<file path="config.mk">
export PLATFORM = sky130hd
export DESIGN_NAME = uart_rx
export DESIGN_NICKNAME = d
export VERILOG_FILES = /design/src/rtl/uart_rx.sv
export SDC_FILE = /design/constraint.sdc
export NUM_CORES = 1
export LEC_CHECK = 0
export CORE_ASPECT_RATIO = 1.1
export CORE_MARGIN = 2
export CORE_UTILIZATION = 54
export CTS_CLUSTER_SIZE = 30
export DETAILED_ROUTE_END_ITERATION = 8
export PLACE_DENSITY = 0.77
export SLEW_MARGIN = 25
export SYNTH_ARGS = -nofsm -noshare
export SYNTH_HDL_FRONTEND = slang
export SYNTH_SLANG_ARGS = --single-unit
</file>
<file path="constraint.sdc">
create_clock -name clk -period 1.85 [get_ports clk]
set_input_delay 0.37 -clock clk [delete_from_list [all_inputs] [get_ports clk]]
set_output_delay 0.37 -clock clk [all_outputs]
set_load 0.005 [all_outputs]
</file>
<file path="src/rtl/uart_rx.sv">
// uart_rx: 8N1 serial receiver driven by a shared oversampling tick enable
module uart_rx #(
  parameter int OSR = 16
) (
  input  logic       clk,
  input  logic       reset,
  input  logic       i_clk_rx,
  input  logic       i_rxd,
  output logic [7:0] o_data,
  output logic       o_valid,
  output logic       o_frame_err,
  output logic       o_busy
);
  localparam int CW = $clog2(OSR);
  localparam logic [CW-1:0] HALF_M1 = CW'(OSR / 2 - 1);
  localparam logic [CW-1:0] FULL_M1 = CW'(OSR - 1);
  typedef enum logic [2:0] {IDLE, START, DATA, STOP, WAIT_HIGH} state_t;
  state_t state, state_n;
  logic [CW-1:0] cnt, cnt_n;
  logic [2:0] idx, idx_n;
  logic [7:0] sh, sh_n, data_n;
  logic valid_n, ferr_n;
  logic s1, rxd_s;
  // two-flop synchronizer for the asynchronous line, idling high
  always_ff @(posedge clk) begin
    s1 <= reset ? 1'b1 : i_rxd;
    rxd_s <= reset ? 1'b1 : s1;
  end
  // state, counters and registered outputs
  always_ff @(posedge clk) begin
    if (reset) begin
      state <= IDLE;
      cnt <= '0;
      idx <= '0;
      sh <= '0;
      o_data <= '0;
      o_valid <= 1'b0;
      o_frame_err <= 1'b0;
      o_busy <= 1'b0;
    end else begin
      state <= state_n;
      cnt <= cnt_n;
      idx <= idx_n;
      sh <= sh_n;
      o_data <= data_n;
      o_valid <= valid_n;
      o_frame_err <= ferr_n;
      o_busy <= state_n != IDLE;
    end
  end
  // next state: start detect, mid-bit sampling and stop-bit validation
  always_comb begin
    state_n = state;
    cnt_n = cnt;
    idx_n = idx;
    sh_n = sh;
    data_n = o_data;
    valid_n = 1'b0;
    ferr_n = 1'b0;
    case (state)
      IDLE: begin
        cnt_n = '0;
        state_n = rxd_s ? IDLE : START;
      end
      START: if (i_clk_rx) begin
        cnt_n = cnt == HALF_M1 ? '0 : cnt + 1'b1;
        idx_n = cnt == HALF_M1 ? 3'd0 : idx;
        state_n = cnt != HALF_M1 ? START : rxd_s ? IDLE : DATA;
      end
      DATA: if (i_clk_rx) begin
        if (cnt == FULL_M1) begin
          cnt_n = '0;
          sh_n = {rxd_s, sh[7:1]};
          idx_n = idx + 1'b1;
          state_n = idx == 3'd7 ? STOP : DATA;
        end else cnt_n = cnt + 1'b1;
      end
      STOP: if (i_clk_rx) begin
        if (cnt == FULL_M1) begin
          cnt_n = '0;
          data_n = rxd_s ? sh : o_data;
          valid_n = rxd_s;
          ferr_n = !rxd_s;
          state_n = rxd_s ? IDLE : WAIT_HIGH;
        end else cnt_n = cnt + 1'b1;
      end
      WAIT_HIGH: begin
        cnt_n = '0;
        state_n = rxd_s ? IDLE : WAIT_HIGH;
      end
      default: state_n = IDLE;
    endcase
  end
endmodule
</file>
# Word-level counts from Yosys, hierarchy flattened
# Index checks and enable logic that the tools add are counted.
# totals
out_inout_bits,11
in_bits,4
regBits,31
# op_classes
mux,21
n_eq_ne,13
n_bitwise,3
n_reduce_logical,12
addsub,2
# op_table
operator,count
3-bit two-way mux,10
4-bit two-way mux,4
3-bit one-hot mux with 5 select lines,1
4-bit one-hot mux with 3 select lines,1
2-bit != test (second input constant),4
3-bit by 2-bit == test with 1-bit output (second input constant),2
3-bit == test (second input constant),2
3-bit one-hot mux with 2 select lines,1
3-bit AND reduction,2
3-bit nonzero test,2
5-bit AND reduction,1
4-bit by 1-bit adder with 4-bit output (second input constant),1
4-bit by 3-bit == test with 1-bit output (second input constant),1
4-bit == test (second input constant),1
2-bit two-way mux,2
4-bit by 3-bit != test with 1-bit output (second input constant),1
4-bit AND reduction,1
2-bit OR reduction,2
4-bit OR reduction,1
3-bit by 1-bit adder with 3-bit output (second input constant),1
3-bit by 1-bit == test with 1-bit output (second input constant),1
3-bit logical NOT,1
1-bit NOT,3
1-bit two-way mux,2
other kinds (3),3

# Logic depth before layout (Yosys ltp)
# depth
depth_word,6
ltp_mapped,6
depth_no_buf,5

# Worst setup path after synthesis
# Ideal clock, no wire load.
# synth_path
path_kind,reg2reg
startpoint,register cnt[0]
endpoint,register sh[0]
setup_time_ns,0.128
arrival_time_ns,1.380
path_buffers,1
slack_ns,0.343
path_stages_with_launch,7
t_required_ns,1.722
cell_sequence,dfxtp_1 > ha_1 > and4_4 > nor3b_2 > buf_6 > mux2i_1 > nor2_1
# synth_between
elab_chain_len,2
# synth_rtl
item,line_no,text
from (decl),19,"logic [CW-1:0] cnt, cnt_n;"
from (signal assigned),42,cnt <= cnt_n;
4-bit == test,71,if (cnt == FULL_M1) begin
3-bit AND reduction (no source line),--,
to (signal assigned),44,sh <= sh_n;
to (decl),21,"logic [7:0] sh, sh_n, data_n;"
# Every way passes these cells.
# A chain may end at the register's enable or synchronous reset.

# Final worst setup path
# layout_path
startpoint,register cnt[0]
endpoint,register sh[6]
# The elaborated chain is that of the path after synthesis.

==> results.json <==
{
  "status": "finished clean",
  "cts_made_buffers": 5,
  "die_h_um": 55.6,
  "post_drt_via_cell_ratio": 5.49,
  "antenna_cells": 0,
  "grtUsageTotal_pct": 19.8,
  "hold_buffers": 0,
  "crit_chain": "ha_1 -> and4_4 -> nor3b_2 -> buf_4 -> mux2i_1 -> nor2_1",
  "async_reset_ff_share_pct": 0,
  "worstHoldPathType": "reg -> reg",
  "grt_pass1_wl_um": 4200,
  "finalMaxSlewViolations": 0,
  "antenna_found_initial": 0,
  "synth_compound_area_share_pct": 9.00,
  "pre_cts_slack_ns": -0.156,
  "seqCellArea_um2": 621,
  "fin_tns_setup_ns": 0,
  "fillCellCount": 216,
  "critPathMaxStageDelay_ns": 0.38,
  "grt_max_degree": 16,
  "yosys.area_share.adder_pct": 2.87,
  "io_pins": 15,
  "crit_path_max_fanout": 8,
  "dr.pass1.iters": 4,
  "synth_mux_area_share_pct": 13.0,
  "cp.depth": 6,
  "ys_seq_area_share_pct": 47.5,
  "postCtsSetupBuffers": 0,
  "hold_viol": 0,
  "multi_input_area_um2": 628,
  "finalSetupViolations": 0,
  "synth_xor_area_share_pct": 2.01,
  "drv_cap": 0,
  "ant_nets": 0,
  "drive_gt1_share_pct": 13.5,
  "power.leakage_nw": 0.633,
  "synthSimpleGateAreaFrac_pct": 21.1,
  "wl_per_cell_um": 12.6,
  "place_area_um2": 1500,
  "initial_core_util_pct": 57.5,
  "die_x_um": 50.9,
  "synthToLayoutAreaGrowth_pct": 17.7,
  "ir_worst_vdd_mv": 0.500,
  "synth_cell_types": 33,
  "port_buffers": 14,
  "synth_ff_type": "dfxtp_1",
  "worst_pin_slew_ns": 0.353,
  "ys_ff_latch": 31,
  "ys_warn_count": 0,
  "synth.net_count": 144,
  "htree_levels": 2,
  "fin_util_pct": 67.7,
  "dp_hpwl_um": 1690,
  "yosysTopAreaCell": "dfxtp_1",
  "powerDensity_nw_per_um2": 681,
  "cp_num_buf_inv": 1,
  "wl_um": 2350,
  "grt_overflow": 0,
  "clock_path_buffers": 2,
  "final_area_um2": 1540,
  "grt_pass1_vias": 1009,
  "ctsRootBufferMaster": "clkbuf_4",
  "synth.area.top_cells": "dfxtp_1 (47%), mux2i_1 (13%), nor2_1 (7.2%)",
  "drc": 0,
  "max_clock_freq_ghz": 0.583,
  "rsz0062_at_grt": "no",
  "fin_nets": 164,
  "arrival_ns": 1.92,
  "num_vias": 1021,
  "synth-edff-count": 0,
  "cts_num_sinks": 31,
  "place.gp.congestion": 0.834,
  "drt_iter0_markers": 12,
  "clk_latency_ns": 0.32,
  "yosys.area.top_type_share_pct": 47.5,
  "start_kind": "flip-flop",
  "synthCells": 137,
  "layout_setup_ws_ns": 0.134,
  "dp.cells": 180,
  "r2r_cells": 6,
  "critPathKind": "reg -> reg",
  "max_slew_margin_pct": 76.5,
  "critPathTopFamily": "simple AND/OR/NAND/NOR gates",
  "finalNonFillerCells": 186,
  "layout_min_cycle_time_ns": 1.72,
  "crit_path_top_delay_cell": "dfxtp_1",
  "syn_area_um2": 1310,
  "cts_tree": "yes",
  "cp-end-kind": "flip-flop",
  "rows": 18,
  "fin_skew_ns": 0.00981,
  "dieArea_um2": 2830,
  "coreArea_um2": 2270,
  "avgSynthCellArea_um2": 9.54,
  "cp_data_required_time_ns": 2.05,
  "clk_pin_slew_ns": 0.09,
  "period_share_pct": 92.8,
  "hold_depth": 1,
  "synth_top_family_by_area": "simple AND/OR/NAND/NOR gates",
  "cts_resized": 0
}
## through the flow
step                      hold WS, ns  power (W)
after floorplan                 0.389   0.000714
after global routing            0.461    0.00110
after detailed placement        0.402   0.000731
after CTS                       0.422    0.00107
final                           0.418    0.00105
after global placement          0.392   0.000730
## final timing paths
check / startpoint / end / slack, ns
worst min-delay path: s1 / rxd_s / 0.42
worst max-delay path: cnt[0] / sh[6] / 0.13
worst max register to register: cnt[0] / sh[6] / 0.13
worst min register to register: s1 / rxd_s / 0.42
## synthesized netlist by cell type, types with 4 or more instances
master	n
dfxtp_1	31
nor2_1	25
mux2i_1	17
a21oi_1	5
buf_2	5
nand2_1	5
nand2b_1	4
nand3_1	4
nor3_1	4
## final cells by class
cell class	instances	area share [%]
well taps	30	2.44
repair buffers	22	13.0
multi-input cells	94	40.8
inverters	3	0.732
clock buffers	6	2.68
flip-flops and latches	31	40.3
## where the power goes
part / total [W] / switching (W) / internal [W]
clock: 0.000334 / 0.000199 / 0.000135
sequential: 0.000677 / 0.00000562 / 0.000671
combinational: 0.0000377 / 0.0000194 / 0.0000183
## state kept, by name (all words and copies together), names as in the netlist
signal	cells
cnt	4
idx	3
o_busy	1
o_data	8
o_frame_err	1
o_valid	1
rxd_s	1
s1	1
sh	8
state	3
## kinds of logic after synthesis
kind of cell / Yosys count
simple gates: 55
flops: 31
buf+inv: 12
fa+ha+maj: 3
mux: 17
compound gates: 16
xor+xnor: 3
## per-layer routing
metal,vias to the layer above,global-route usage (%),share of wire [%]
li1,508,-,-
met1,488,22.3,43
met2,18,33.2,51
met3,7,7.26,4.2
met4,0,8.11,1.7
met5,-,0,0
## layout by cell type (no fill, tap or decap), drive strengths merged, types with 2 or more instances in the layout
cell type and n:
a21oi 6, buf 8, clkbuf 6, clkdlybuf4s50 14
dfxtp 31, ha 3, inv 3, mux2i 17
nand2 5, nand2b 4, nand3 4, nand4 3
nor2 25, nor2b 2, nor3 4, nor3b 2
o21ai 2, or2 3, xor2 2
Power figures use the tool's default switching activity.
